### config.mk
export PLATFORM = sky130hd
export DESIGN_NAME = seg7_scan_driver
export DESIGN_NICKNAME = d
export VERILOG_FILES = /design/src/rtl/seg7_pkg.sv /design/src/rtl/seg7_digit_decode.sv /design/src/rtl/seg7_scan_driver.sv
export SDC_FILE = /design/constraint.sdc
export NUM_CORES = 1
export LEC_CHECK = 0
export ABC_AREA = 1
export BUFFER_PORTS_ARGS = -buffer_cell sky130_fd_sc_hd__buf_2
export CELL_PAD_IN_SITES_DETAIL_PLACEMENT = 0
export CELL_PAD_IN_SITES_GLOBAL_PLACEMENT = 2
export CORE_MARGIN = 2
export CORE_UTILIZATION = 33
export DETAILED_ROUTE_END_ITERATION = 16
export PLACE_DENSITY_LB_ADDON = 0.12
export SLEW_MARGIN = 10
export SYNTH_ARGS = -nofsm -noshare
export SYNTH_HDL_FRONTEND = slang
export SYNTH_SLANG_ARGS = --single-unit
### constraint.sdc
create_clock -name clk -period 4.1 [get_ports clk]
set_input_delay 0.82 -clock clk [delete_from_list [all_inputs] [get_ports clk]]
set_output_delay 0.82 -clock clk [all_outputs]
set_load 0.1 [all_outputs]
### src/rtl/seg7_pkg.sv
// Shared types, constants and digit/glyph helpers for the seven-segment scan driver.
package seg7_pkg;

    localparam int unsigned DATA_W = 32;
    localparam int unsigned SEG_W  = 7;
    localparam int unsigned AN_W   = 8;

    localparam logic [SEG_W-1:0] SEG_BLANK = 7'h7F;
    localparam logic [SEG_W-1:0] SEG_DASH  = 7'h3F;
    localparam logic [AN_W-1:0]  AN_OFF    = 8'hFF;

    typedef enum logic [1:0] {
        MODE_BIN = 2'd0,
        MODE_OCT = 2'd1,
        MODE_HEX = 2'd2,
        MODE_BCD = 2'd3
    } disp_mode_e;

    // One complete display request as accepted from the source.
    typedef struct packed {
        logic [DATA_W-1:0] data;
        disp_mode_e        mode;
        logic              blank_lz;
    } disp_val_t;

    localparam disp_val_t DISP_RST = '{data: '0, mode: MODE_HEX, blank_lz: 1'b0};

    // Active-low {g,f,e,d,c,b,a} glyph for a hex digit.
    function automatic logic [SEG_W-1:0] hex_glyph(input logic [3:0] d);
        logic [SEG_W-1:0] s;
        case (d)
            4'h0: s = 7'h40;
            4'h1: s = 7'h79;
            4'h2: s = 7'h24;
            4'h3: s = 7'h30;
            4'h4: s = 7'h19;
            4'h5: s = 7'h12;
            4'h6: s = 7'h02;
            4'h7: s = 7'h78;
            4'h8: s = 7'h00;
            4'h9: s = 7'h10;
            4'hA: s = 7'h08;
            4'hB: s = 7'h03;
            4'hC: s = 7'h46;
            4'hD: s = 7'h21;
            4'hE: s = 7'h06;
            4'hF: s = 7'h0E;
        endcase
        return s;
    endfunction

    // Raw digit at position idx of a value, according to its encoding.
    function automatic logic [3:0] digit_of(input logic [DATA_W-1:0] value,
                                            input disp_mode_e        mode,
                                            input logic [2:0]        idx);
        logic [3:0] dig;
        case (mode)
            MODE_BIN: dig = {3'b000, value[idx]};
            MODE_OCT: dig = {1'b0, 3'(value >> ({2'b00, idx} * 5'd3))};
            default:  dig = 4'(value >> {idx, 2'b00});
        endcase
        return dig;
    endfunction

endpackage

### src/rtl/seg7_digit_decode.sv
// Maps one raw digit to its active-low segment pattern; out-of-range BCD shows a dash.
module seg7_digit_decode
    import seg7_pkg::*;
(
    input  disp_mode_e       mode_i,
    input  logic [3:0]       raw_i,
    output logic [SEG_W-1:0] seg_c_o,
    output logic             invalid_c_o
);

    always_comb begin
        invalid_c_o = (mode_i == MODE_BCD) && (raw_i > 4'd9);
        seg_c_o     = invalid_c_o ? SEG_DASH : hex_glyph(raw_i);
    end

endmodule

### src/rtl/seg7_scan_driver.sv
// Time-multiplexed 8-digit common-anode display driver with frame-aligned value swaps,
// leading-zero blanking and per-slot ghost-suppression blanking.
module seg7_scan_driver
    import seg7_pkg::*;
#(
    parameter int unsigned REFRESH_DIV = 100000,
    parameter int unsigned BLANK_CYC   = 2,
    parameter int unsigned NUM_DIGITS  = 8
) (
    input  logic              clk,
    input  logic              rst,
    input  logic              in_valid,
    output logic              in_ready,
    input  logic [DATA_W-1:0] in_data,
    input  logic [1:0]        in_mode,
    input  logic              in_blank_lz,
    output logic [AN_W-1:0]   an,
    output logic [SEG_W-1:0]  seg,
    output logic              dp,
    output logic              bcd_err
);

    localparam int unsigned CNT_W = (REFRESH_DIV > 1) ? $clog2(REFRESH_DIV) : 1;
    localparam int unsigned IDX_W = $clog2(NUM_DIGITS);

    logic [CNT_W-1:0] cnt_q, cnt_d;
    logic [IDX_W-1:0] idx_q, idx_d;
    logic             pending_q, pending_d;
    disp_val_t        pend_q, pend_d;
    disp_val_t        shadow_q, shadow_d;
    logic             ready_q, ready_d;
    logic [AN_W-1:0]  an_q, an_d;
    logic [SEG_W-1:0] seg_q, seg_d;
    logic             bcd_err_q, bcd_err_d;

    logic [3:0]            dig_raw [NUM_DIGITS];
    logic [SEG_W-1:0]      dig_seg [NUM_DIGITS];
    logic [NUM_DIGITS-1:0] dig_nz;
    logic [NUM_DIGITS-1:0] dig_inv;

    logic             tick_c;
    logic             boundary_c;
    logic             accept_c;
    logic             blank_c;
    logic [IDX_W-1:0] msd_c;

    // Every digit of the shown value is decoded so BCD errors and blanking see the whole value.
    for (genvar g = 0; g < NUM_DIGITS; g++) begin : g_digit
        assign dig_raw[g] = digit_of(shadow_q.data, shadow_q.mode, IDX_W'(g));
        assign dig_nz[g]  = |dig_raw[g];

        seg7_digit_decode u_decode (
            .mode_i      (shadow_q.mode),
            .raw_i       (dig_raw[g]),
            .seg_c_o     (dig_seg[g]),
            .invalid_c_o (dig_inv[g])
        );
    end

    // Most-significant nonzero displayed digit; stays 0 for an all-zero value.
    always_comb begin
        msd_c = '0;
        for (int i = 0; i < NUM_DIGITS; i++) begin
            if (dig_nz[i]) begin
                msd_c = IDX_W'(i);
            end
        end
    end

    always_comb begin
        cnt_d     = cnt_q;
        idx_d     = idx_q;
        pending_d = pending_q;
        pend_d    = pend_q;
        shadow_d  = shadow_q;
        an_d      = AN_OFF;
        seg_d     = SEG_BLANK;

        tick_c     = (cnt_q == CNT_W'(REFRESH_DIV - 1));
        boundary_c = tick_c && (idx_q == IDX_W'(NUM_DIGITS - 1));
        accept_c   = in_valid && ready_q;
        blank_c    = shadow_q.blank_lz && (idx_q > msd_c);

        if (tick_c) begin
            cnt_d = '0;
            idx_d = idx_q + IDX_W'(1);
        end else begin
            cnt_d = cnt_q + CNT_W'(1);
        end

        // in_ready is low whenever pending is set, so accept and swap never coincide.
        if (accept_c) begin
            pending_d = 1'b1;
            pend_d    = '{data: in_data, mode: disp_mode_e'(in_mode), blank_lz: in_blank_lz};
        end else if (boundary_c && pending_q) begin
            pending_d = 1'b0;
            shadow_d  = pend_q;
        end

        ready_d   = !pending_d;
        bcd_err_d = |dig_inv;

        // Segments follow the new digit immediately; the anode waits out the blank window.
        if (!blank_c) begin
            seg_d = dig_seg[idx_q];
            if (cnt_q >= CNT_W'(BLANK_CYC)) begin
                an_d = ~(AN_W'(1) << idx_q);
            end
        end
    end

    always_ff @(posedge clk) begin
        if (rst) begin
            cnt_q     <= '0;
            idx_q     <= '0;
            pending_q <= 1'b0;
            pend_q    <= DISP_RST;
            shadow_q  <= DISP_RST;
            ready_q   <= 1'b0;
            an_q      <= AN_OFF;
            seg_q     <= SEG_BLANK;
            bcd_err_q <= 1'b0;
        end else begin
            cnt_q     <= cnt_d;
            idx_q     <= idx_d;
            pending_q <= pending_d;
            pend_q    <= pend_d;
            shadow_q  <= shadow_d;
            ready_q   <= ready_d;
            an_q      <= an_d;
            seg_q     <= seg_d;
            bcd_err_q <= bcd_err_d;
        end
    end

    assign in_ready = ready_q;
    assign an       = an_q;
    assign seg      = seg_q;
    assign bcd_err  = bcd_err_q;
    assign dp       = 1'b1;

endmodule

* After elaboration in Yosys (flattened, before gate mapping) *
Memory sizes are Yosys's and may differ from the RTL's.
Cells that the tools add are included.

word-level totals
  bits in registers = 108
  bits in read-only memories = 896
  bits of input ports = 38
  output and inout bits = 18
  word-level logic and storage cells = 97
  memories kept = 8

operators by class
  add/subtract/negate cells = 2
  $lt $le $gt $ge = 11
  equal/unequal tests = 4
  shift-type cells = 1
  mux-type cells = 28
  bitwise gates (word level) = 4
  reduce and logical (&&, ||, !) cells = 26

memory list
  name              words  bits a word  read ports  clocked after memory_dff  wr ports  RTL line        RTL
  (name not given)  16     7            1           0                         0         seg7_pkg.sv:31  case (d)
  (name not given)  16     7            1           0                         0         seg7_pkg.sv:31
  (name not given)  16     7            1           0                         0         seg7_pkg.sv:31
  (name not given)  16     7            1           0                         0         seg7_pkg.sv:31
  (name not given)  16     7            1           0                         0         seg7_pkg.sv:31
  (name not given)  16     7            1           0                         0         seg7_pkg.sv:31
  +2 memories       --     --           --          --                        --        --

operators with widths
  cell                                                                number
  2-to-1 mux 7 bit                                                    10
  case mux 4 bit (2 select lines)                                     8
  greater-than comparator 4 bit, second input constant                8
  OR reduction 4 bit                                                  7
  binary-select mux 7 bit (select 3 bit)                              1
  2-to-1 mux 3 bit                                                    6
  adder 17 x 1 -> 17 bit, second input constant                       1
  == test 17 bit, second input constant                               1
  greater-or-equal comparator 17 x 2 -> 1 bit, second input constant  1
  logical AND 1 bit                                                   12
  inverter 8 bit                                                      1
  OR reduction 8 bit                                                  1
  << shifter 1 x 3 -> 8 bit, first input constant                     1
  greater-or-equal comparator 4 bit, second input constant            1
  inverter 3 -> 4 bit                                                 1
  OR reduction 2 bit                                                  2
  adder 3 x 1 -> 3 bit, second input constant                         1
  == test 3 bit, second input constant                                1
  greater-than comparator 3 bit                                       1
  2-to-1 mux 1 bit                                                    3
  OR reduction 3 bit                                                  1
  == test 2 x 1 -> 1 bit, second input constant                       1
  == test 2 bit, second input constant                                1
  zero test 2 bit                                                     1
  other kinds (3)                                                     4

* Logic depth before layout (Yosys ltp) *
Gate-level depths: netlist of the first run.

  depth in word-level cells = 13
  gate-level depth with buffers = 21
  depth with buffers taken out = 20

* Modules after synthesis *
A second synthesis of the first run with hierarchy kept.

second synthesis, totals
  cell total of the unflattened synthesis = 1216
  area total of the unflattened synthesis = 8356.8 sq um

by module, submodules not included
  module                                       times used  cells each  area an instance (sq um)  sequential area each (sq um)
  seg7_scan_driver                             1           750         5118.7                    2162.1
  seg7_digit_decode (g_digit[0].u_decode ...)  6           58          409.1                     0.0
  seg7_digit_decode (g_digit[2].u_decode)      1           58          404.1                     0.0
  seg7_digit_decode (g_digit[1].u_decode)      1           60          379.1                     0.0

* Worst setup path before layout of the first run *
No wires, ideal clock.

  path type = reg-to-reg
  start = register shadow_q[1] in the netlist's numbering
  end = register an_q[4] (netlist: an[4])
  setup time = 0.121 ns
  arrival = 2.861 ns
  required time = 3.979 ns
  slack = 1.118 ns
  cell stages (with the launch flop) = 20
  path buffers = 1
  clock period less this slack = 2.982 ns
  cell sequence = dfxtp_1 -> buf_2 -> nand2_1 -> o21ai_0 -> inv_1 -> ha_1 -> nand2_1 -> nor2_1 -> o21ai_0 -> nand2_1 -> nand2_1 -> nand2_1 -> nand2_1 -> nand2_1 -> ha_1 -> a32oi_1 -> a21oi_1 -> nand2_1 -> nor2_1 -> nand2_1

between the ends
  word-level cells in the longest chain between the ends = 13
  elaborated cells on any way between the ends = 26
  those cells by class = 1 x order compare; 1 x eq/ne; 14 x mux; 10 x reduce/logical

ends and longest elaborated chain
  item                                                       RTL line                 RTL
  from (decl)                                                seg7_scan_driver.sv:30   disp_val_t shadow_q, shadow_d;
  from (signal assigned)                                     seg7_scan_driver.sv:128  shadow_q <= shadow_d;
  == test 2 x 1 -> 1 bit or zero test 2 bit (tied branches)  seg7_pkg.sv:57           case (mode)
  case mux 4 bit (2 select lines)                            seg7_pkg.sv:57
  OR reduction 4 bit                                         seg7_scan_driver.sv:50   assign dig_nz[g] = |dig_raw[g];
  2-to-1 mux 1 bit                                           seg7_scan_driver.sv:64   if (dig_nz[i]) begin
  2-to-1 mux 3 bit (5 in a row)                              seg7_scan_driver.sv:64
  2-to-1 mux 3 bit *                                         seg7_scan_driver.sv:64
  greater-than comparator 3 bit *                            seg7_scan_driver.sv:82   blank_c = shadow_q.blank_lz && (idx_q > msd_c);
  logical AND 1 bit *                                        seg7_scan_driver.sv:82
  OR reduction 3 bit (no line) *                             --
  to (signal assigned)                                       seg7_scan_driver.sv:130  an_q <= an_d;
  to (decl)                                                  seg7_scan_driver.sv:32   logic [AN_W-1:0] an_q, an_d;

Every way passes the cells marked *; elsewhere a longest branch is shown, timed or not.
A chain may end at the register's enable or synchronous reset.

* Final worst setup path of the first run *
  start = register shadow_q[2] in the netlist's numbering
  end = register an_q[5] (netlist: an[5])

Same word-level chain as after synthesis.

==> results of run 1 <==
[power groups by stage]
stage	sequential (mW)	clock, mW	combinational (mW)
finish	1.09	0.847	0.180
global route	1.09	0.914	0.207
CTS	1.09	0.874	0.184
detailed placement	1.12	0	0.184
global placement	1.12	0	0.182
floorplan	1.15	0	0.0951
[registers in the layout, indices dropped and copies added, names as in the netlist]
| signal | count |
|---|---|
| idx_q | 3 |
| in_ready | 1 |
| shadow_q | 35 |
| pend_q | 35 |
| cnt_q | 17 |
| pending_q | 1 |
| seg | 7 |
| an | 8 |
| bcd_err | 1 |
[per-layer routing]
| layer | share of wire [%] | GRT usage, % | up-vias | wire, um |
|---|---|---|---|---|
| met5 | 0 | 0 | - | 0 |
| met4 | 1.2 | 4.579 | 0 | 266 |
| met3 | 4.9 | 4.036 | 20 | 1089 |
| met2 | 42 | 29.86 | 168 | 9257 |
| met1 | 52 | 29.44 | 3136 | 11560 |
| li1 | - | - | 3749 | - |
[area by class of cell]
type | count | area, sq um | area share (%)
Tap cell | 275 | 344.1 | 4.319
Inverter | 142 | 534.3 | 6.706
Timing Repair Buffer | 66 | 360.3 | 4.523
Clock buffer | 10 | 229.0 | 2.874
Sequential cell | 108 | 2162 | 27.14
Clock inverter | 5 | 38.79 | 0.4869
Multi-Input combinational cell | 855 | 4298 | 53.95
[cell usage in the layout (no fill, tap or decap), types with 2 or more instances in the layout]
master | netlist | final
nand2_1 | 284 | 284
nor2_1 | 164 | 164
nand3_1 | 138 | 138
inv_1 | 133 | 133
dfxtp_1 | 108 | 108
o21ai_0 | 90 | 90
a21oi_1 | 60 | 60
ha_1 | 59 | 59
buf_2 | 8 | 54
nor3_1 | 12 | 12
buf_4 | 1 | 12
clkbuf_16 | 0 | 9
nand4_1 | 7 | 7
o211ai_1 | 7 | 7
clkinv_1 | 6 | 6
o22ai_1 | 6 | 6
nor4_1 | 4 | 4
or2_2 | 3 | 3
clkinvlp_4 | 0 | 3
nor2_2 | 2 | 2
inv_2 | 2 | 2
clkinv_2 | 1 | 2
xor2_1 | 2 | 2
nor3b_1 | 2 | 2
[synthesized netlist by cell type (2+ instances only)]
library cell / count / area, sq um
a21oi_1: 60 / 300.3
buf_2: 8 / 40.04
buf_6: 2 / 22.52
clkbuf_1: 22 / 82.58
clkinv_1: 6 / 22.52
dfxtp_1: 108 / 2162
ha_1: 59 / 738.2
inv_1: 133 / 499.2
inv_2: 2 / 7.510
nand2_1: 284 / 1066
nand3_1: 138 / 690.7
nand4_1: 7 / 43.79
nor2_1: 164 / 615.6
nor2_2: 2 / 12.51
nor3_1: 12 / 60.06
nor3b_1: 2 / 15.01
nor4_1: 4 / 25.02
o211ai_1: 7 / 52.55
o21ai_0: 90 / 450.4
o22ai_1: 6 / 37.54
or2_2: 3 / 18.77
xor2_1: 2 / 17.52
[path summary, 6_finish.rpt]
kind / cells after the start / start / to
max: 17 / shadow_q[2] / an[5]
min: 1 / cnt_q[0] / cnt_q[0]
max reg2reg: 17 / shadow_q[2] / an[5]
min reg2reg: 1 / cnt_q[0] / cnt_q[0]
[cell families after synthesis]
group	after synthesis	synth area share, %
xor gates and xnor gates	2	0.2450
AOI/OAI and AO/OA	168	12.28
DFF	108	30.24
buffers and inverters	176	9.659
and+or+nand+nor	625	37.20
adders and majority gates	59	10.32
other	1	0.05244
==> out/qor.csv, run 1 <==
metric;value;unit
Detail Route Antenna Nets;0;
vias in the first global route;6579;
clock root cell;clkbuf_16;
Power Density;266.0;mW/mm^2
Rows;53;
pin count of the biggest net entering global routing;71;
final hold viol count;0;
total global-route track usage;20.01;%
Worst setup EP type;flip-flop;
clk buf depth;2;
YS warnings;0;
total gr overflow;0;
worst slew pin tran;671.5;ps
normalized max-slew margin;55.13;%
placed insts;1446;
Post CTS Setup Buffer Count;0;
top_reg_cell synth;dfxtp_1;
hold_buf cts;0;
Inserted Clock Buffers;9;
max cap viols;0;
core box area;0.02115;sq mm
CTS tree;yes;
first-pass GRT wire length;35420;um
via count;7073;
Die Ht;151.2;um
delay-heaviest family, CP;compound AO/OA/AOI/OAI gates;
final WL;22170;um
# clock sinks;108;
post-layout util;37.66;%
Bufs and invs on worst path;3;
Pint;1.546;mW
critical-path cell list;inv_2, nand2_1, o21ai_0, inv_1, ha_1, nand2_1, nor2_1, nand2_1, nor2_1, ha_1, a21oi_1, a32oi_1, a21oi_1, buf_4, nand2_1, nor2_1, nand2_1;
initial core utilization;33.80;%
initial antenna violation count;0;
Hold Slack;466.1;ps
Data required, critical path;4350;ps
post-synthesis cell count;1139;
post-layout instance area;0.007966;sq mm
crit path DAT;3680;ps
Finished Layout Cells;1461;
fin crit share;83.70;%
setup ws final;668.4;ps
PortBufs;54;
RSZ-0062 raised after global routing;no;
final setup violation count;0;
most used cell, CP;nand2_1;
CTS H-Tree Depth;3;
P&R area growth vs syn;11.41;%
number of synthesized flops with an enable pin;0;
Worst-Skew Late Latency;360;ps
count of boundary I/O pins;56;
fraction of layout cells with a size suffix above 1;8.010;%
routed vias/inst;4.841;
CP max-delay cell;o21ai_0;
DP HPWL;17520;um
Mapped Area;0.007151;sq mm
total die area;0.02286;sq mm
P_leak;3.803;nW
clock transition time at the flip-flop clock pins of the worst setup and hold paths;80;ps
register area share after synthesis;30.24;%
reg2reg setup slack;670;ps
Slew Viols, Final;0;
status;completed;
fmax;0.2914;GHz
Post-synth ARST share;0;%
fin crit period;3432;ps
syn nets;1236;
Worst Path Class, Setup;reg -> reg;
Synth Register Bits;108;
Sw Ratio;27.04;%
pre-CTS WS;677.2;ps
fin nets;1279;
DR iter-0 viols;502;
Fill cells;2343;
CP max FO;12;
CP max stage delay;560;ps
P_sw;572.9;uW
maximum vdd drop;0.1656;mV
ANT cells;0;
Placer Congestion;0.8868;
Seq pwr share;51.5;%
PostCTS Resize Cnt;0;
clock power share;40.0;%
WL/cell;15.18;um
part of the power in combinational logic;8.5;%
Die Span X;151.2;um
drt pass-1 iters;5;
crit start category;flip-flop;
Setup TNS;0;ps
Avg Inst Size Synth;6.278;sq um
DRC violations left;0;
overall power;2.119;mW
Yosys cell types;40;
placed inst area;0.007699;sq mm
Hold Crit Class;reg -> reg;
Worst Skew;11.81;ps
No activity file was read; power rests on OpenSTA's default activity.
==> run 2: changes to the inputs <==
==> constraint.sdc (replaced) <==
create_clock -name clk -period 3.3 [get_ports clk]
set_input_delay 0.66 -clock clk [delete_from_list [all_inputs] [get_ports clk]]
set_output_delay 0.66 -clock clk [all_outputs]
set_load 0.1 [all_outputs]
==> out/qor.csv, run 2 (synthesis results as in run 1) <==
metric;value;unit;change
status;completed;;
total die area;0.02286;sq mm;unchanged
Power Density;333.8;mW/mm^2;+25%
maximum vdd drop;0.3016;mV;+82%
first-pass GRT wire length;36220;um;+2.3%
crit path DAT;3210;ps;-470 ps
initial antenna violation count;0;;unchanged
fin crit share;89.66;%;+6.0 points
commonest non-fill, non-tap cells in the layout;nand2_1 (283), nor2_1 (163), nand3_1 (138);;
routed vias/inst;4.788;;-1.1%
CP max FO;10;;-2
core box area;0.02115;sq mm;unchanged
fin nets;1292;;+1.0%
DP HPWL;17900;um;+2.2%
ANT cells;0;;unchanged
initial core utilization;33.80;%;unchanged
via count;7063;;-0.14%
Worst Path Class, Setup;reg -> reg;;
# clock sinks;108;;unchanged
normalized max-slew margin;53.00;%;-2.1 points
Slew Viols, Final;0;;unchanged
most common cell after layout, fill and taps aside;nand2_1;;
hold_buf cts;0;;unchanged
Rows;53;;unchanged
final WL;22440;um;+1.2%
DR iter-0 viols;395;;-21%
Setup TNS;0;ps;unchanged
Worst-Skew Late Latency;360;ps;about the same
P&R area growth vs syn;13.53;%;
max cap viols;0;;unchanged
CTS H-Tree Depth;3;;unchanged
final setup violation count;0;;unchanged
fmax;0.3380;GHz;+16%
Data required, critical path;3550;ps;-800 ps
Die Ht;151.2;um;unchanged
Fill cells;2379;;+1.5%
clock transition time at the flip-flop clock pins of the worst setup and hold paths;80;ps;about the same
DRC violations left;0;;unchanged
count of boundary I/O pins;56;;unchanged
Hold Crit Class;reg -> reg;;
Die Span X;151.2;um;unchanged
Placer Congestion;0.9079;;+2.4%
pre-CTS WS;3.902;ps;-673.3 ps
final hold viol count;0;;unchanged
PortBufs;54;;unchanged
Detail Route Antenna Nets;0;;unchanged
vias in the first global route;6707;;+1.9%
clk buf depth;2;;unchanged
biggest regs;pend_q: 35 flops, shadow_q: 35 flops, cnt_q: 17 flops;;
pin count of the biggest net entering global routing;38;;-46%
setup ws final;341.3;ps;-327.1 ps
Worst setup EP type;flip-flop;;
overall power;2.710;mW;+28%
drt pass-1 iters;5;;unchanged
total gr overflow;0;;unchanged
worst slew pin tran;703.2;ps;+31.78 ps
clock root cell;clkbuf_16;;
WL/cell;15.22;um;+0.26%
Inserted Clock Buffers;9;;unchanged
crit start category;flip-flop;;
fraction of layout cells with a size suffix above 1;9.583;%;+1.6 points
RSZ-0062 raised after global routing;no;;
CTS tree;yes;;
Worst Skew;14.84;ps;+3.034 ps
fin crit period;2959;ps;-472.9 ps
total global-route track usage;20.33;%;+0.32 points
P_leak;3.894;nW;+2.4%
==> run 2: power breakdown <==
part / total [mW] / internal (mW) / switching, mW
registers: 1.36 / 1.34 / 0.0131
logic: 0.227 / 0.0661 / 0.161
clock network: 1.13 / 0.540 / 0.586
==> run 2: final timing paths <==
check	to	slack, ps	from	depth (start not counted)
min	cnt_q[0]	460	cnt_q[0]	1
max reg2reg	an[5]	340	shadow_q[1]	20
min reg2reg	cnt_q[0]	460	cnt_q[0]	1
max	an[5]	340	shadow_q[1]	20
==> run 2: worst max-delay path, stage by stage, from the launching register on <==
cell      delay (ps)
dfxtp_2          450
inv_1            150
nor2_4           210
nand2_1          100
nand3_1          180
ha_1             210
nand2_1           50
nor2_1           200
o21ai_0          130
nand2_1           80
nand2_1           50
nand2_1           50
nand2_1           40
nand2_1           50
ha_1             120
nand3b_1         100
a32oi_1           80
a21oi_2          210
nand2_1          110
nor2_1           190
nand2_1           70
==> run 2: layout make-up <==
class | count | area, sq um | share of cell area [%]
Multi-Input combinational cell | 855 | 4312 | 53.11
Inverter | 142 | 534.3 | 6.581
Timing Repair Buffer | 79 | 457.9 | 5.641
Sequential cell | 108 | 2165 | 26.66
Clock inverter | 7 | 80.08 | 0.9864
Clock buffer | 9 | 225.2 | 2.774
Tap cell | 275 | 344.1 | 4.239
==> run 2: routing by layer <==
metal | GRT usage [%] | wire [um]
met4 | 5.000 | 315
met5 | 0 | 0
met3 | 2.590 | 828
met2 | 32.42 | 10030
met1 | 29.02 | 11270
==> run 2: stage by stage <==
stage               util (%)  std cells  hold slack, ps  area [sq um]
finish                 38.37       1475           461.7          8118
global route           38.37       1475           494.0          8118
CTS                    38.32       1475           469.4          8107
detailed placement     36.85       1459           454.0          7796
global placement       36.85       1459           441.7          7796
floorplan                  -       1139           429.7          7151
==> run 2: timing repair <==
action / 4_1_cts / 5_1_grt
gates resized for setup: 1 / 6
hold endpoints to repair: 0 / 0
buffers inserted: 0 / 0
endpoints found under the setup margin: 1 / 15
pin swaps: 0 / 0
==> run 3: changes to the inputs <==
==> constraint.sdc (replaced) <==
create_clock -name clk -period 3.2 [get_ports clk]
set_input_delay 0.64 -clock clk [delete_from_list [all_inputs] [get_ports clk]]
set_output_delay 0.64 -clock clk [all_outputs]
set_load 0.1 [all_outputs]
==> out/qor.csv, run 3 (synthesis results as in run 1) <==
metric;value;unit;change
Worst Path Class, Setup;reg -> reg;;
vias in the first global route;6725;;+0.27%
CP max stage delay;360;ps;-90 ps
core box area;0.02115;sq mm;unchanged
crit start category;flip-flop;;
Finished Layout Cells;1482;;+0.47%
clk buf depth;2;;unchanged
PortBufs;54;;unchanged
RSZ-0062 raised after global routing;no;;
P_leak;3.938;nW;+1.1%
DR iter-0 viols;388;;-1.8%
Bufs and invs on worst path;2;;+1
initial core utilization;33.80;%;unchanged
Data required, critical path;3450;ps;-100 ps
WL/cell;14.95;um;-1.8%
first-pass GRT wire length;35900;um;-0.88%
count of boundary I/O pins;56;;unchanged
Worst-Skew Late Latency;370;ps;about the same
delay-heaviest family, CP;simple AND/OR/NAND/NOR gates;;
DP HPWL;17750;um;-0.83%
via count;7174;;+1.6%
fraction of layout cells with a size suffix above 1;10.02;%;+0.44 points
DRC violations left;0;;unchanged
critical-path cell list;buf_4, nand2_2, nor2_1, inv_1, nand3_1, ha_1, nand2_1, nor2_1, nand2_1, nor2_1, ha_1, a21oi_1, a32oi_1, a21oi_2, nand2_1, nor2_1, nand2_1;;
fin nets;1299;;+0.54%
Die Span X;151.2;um;unchanged
most common cell after layout, fill and taps aside;nand2_1;;
max cap viols;0;;unchanged
clock transition time at the flip-flop clock pins of the worst setup and hold paths;80;ps;about the same
# clock sinks;108;;unchanged
overall power;2.827;mW;+4.3%
final setup violation count;0;;unchanged
CP max-delay cell;dfxtp_1;;
commonest non-fill, non-tap cells in the layout;nand2_1 (283), nor2_1 (163), nand3_1 (138);;
Power Density;345.5;mW/mm^2;+3.5%
CTS H-Tree Depth;3;;unchanged
Rows;53;;unchanged
Inserted Clock Buffers;9;;unchanged
P&R area growth vs syn;14.44;%;
Worst Skew;19.43;ps;+4.592 ps
clock root cell;clkbuf_16;;
pre-CTS WS;134.2;ps;+130.3 ps
fin crit period;2864;ps;-95.19 ps
placed insts;1466;;+0.48%
fin crit share;89.48;%;-0.17 points
routed vias/inst;4.841;;+1.1%
Hold Crit Class;reg -> reg;;
worst slew pin tran;697.1;ps;-6.165 ps
Worst setup EP type;flip-flop;;
total gr overflow;0;;unchanged
biggest regs;pend_q: 35 flops, shadow_q: 35 flops, cnt_q: 17 flops;;
initial antenna violation count;0;;unchanged
final WL;22150;um;-1.3%
Hold Slack;469.9;ps;+8.248 ps
normalized max-slew margin;53.42;%;+0.41 points
pin count of the biggest net entering global routing;43;;+13%
Setup TNS;0;ps;unchanged
Slew Viols, Final;0;;unchanged
total global-route track usage;20.13;%;-0.20 points
Placer Congestion;0.8939;;-1.5%
CP max FO;9;;-1
Die Ht;151.2;um;unchanged
ANT cells;0;;unchanged
status;completed;;
fmax;0.3492;GHz;+3.3%
crit path DAT;3120;ps;-90 ps
CTS tree;yes;;
drt pass-1 iters;6;;+1
total die area;0.02286;sq mm;unchanged
maximum vdd drop;0.2402;mV;-20%
setup ws final;336.5;ps;-4.809 ps
Detail Route Antenna Nets;0;;unchanged
final hold viol count;0;;unchanged
[run 3: cell types whose count changed in the layout (fill, tap and decap cells not counted), sizes merged]
cell	change
buf	+7
inv	+2
clkinv	-1
clkinvlp	-1
[run 3: power by group]
part | switching, mW | internal [mW]
Sequential | 0.0138 | 1.39
Clock | 0.622 | 0.572
Combinational | 0.166 | 0.0679
[run 3: area by class of cell]
| type | instances | area, sq um |
|---|---|---|
| well taps | 275 | 344.1 |
| repair buffers | 86 | 510.5 |
| fillers | 2363 | 12970 |
| flip-flops and latches | 108 | 2163 |
| inverters | 142 | 534.3 |
| multi-input cells | 855 | 4312 |
| clock inverters | 7 | 93.84 |
| clock buffers | 9 | 225.2 |
[run 3: path summary, 6_finish.rpt]
kind         slack [ps]  cells past startpoint         from        to
max                 340                     17  shadow_q[1]     an[2]
min                 470                      1     cnt_q[0]  cnt_q[0]
max reg2reg         340                     17  shadow_q[1]     an[2]
min reg2reg         470                      1     cnt_q[0]  cnt_q[0]
[run 3: per-layer routing]
layer	track usage [%]	wire length [um]	vias up
met3	2.922	884	18
li1	-	-	3786
met2	32.81	10090	145
met4	4.720	312	0
met1	27.94	10860	3225
met5	0.9091	0	-
[run 3: metrics by stage]
step | utilization, % | cell area, sq um
finish | 38.68 | 8183
global route | 38.68 | 8183
CTS | 38.61 | 8168
detailed placement | 37.10 | 7849
global placement | 37.10 | 7849
floorplan | - | 7151
[run 3: timing repair]
| item | 4_1_cts | 5_1_grt |
|---|---|---|
| setup endpoints to repair | 0 | 15 |
| hold buffers | 0 | 0 |
| resized for setup | 0 | 5 |
| buffers inserted | 0 | 0 |
[run 3: worst reg2reg max path, cell delays in order, from the launching register on]
cell and delay (ps):
dfxtp_1 360, buf_4 160, nand2_2 130, nor2_1 160, inv_1 50, nand3_1 160
ha_1 200, nand2_1 50, nor2_1 180, nand2_1 100, nor2_1 120, ha_1 260
a21oi_1 150, a32oi_1 80, a21oi_2 210, nand2_1 130, nor2_1 170, nand2_1 80
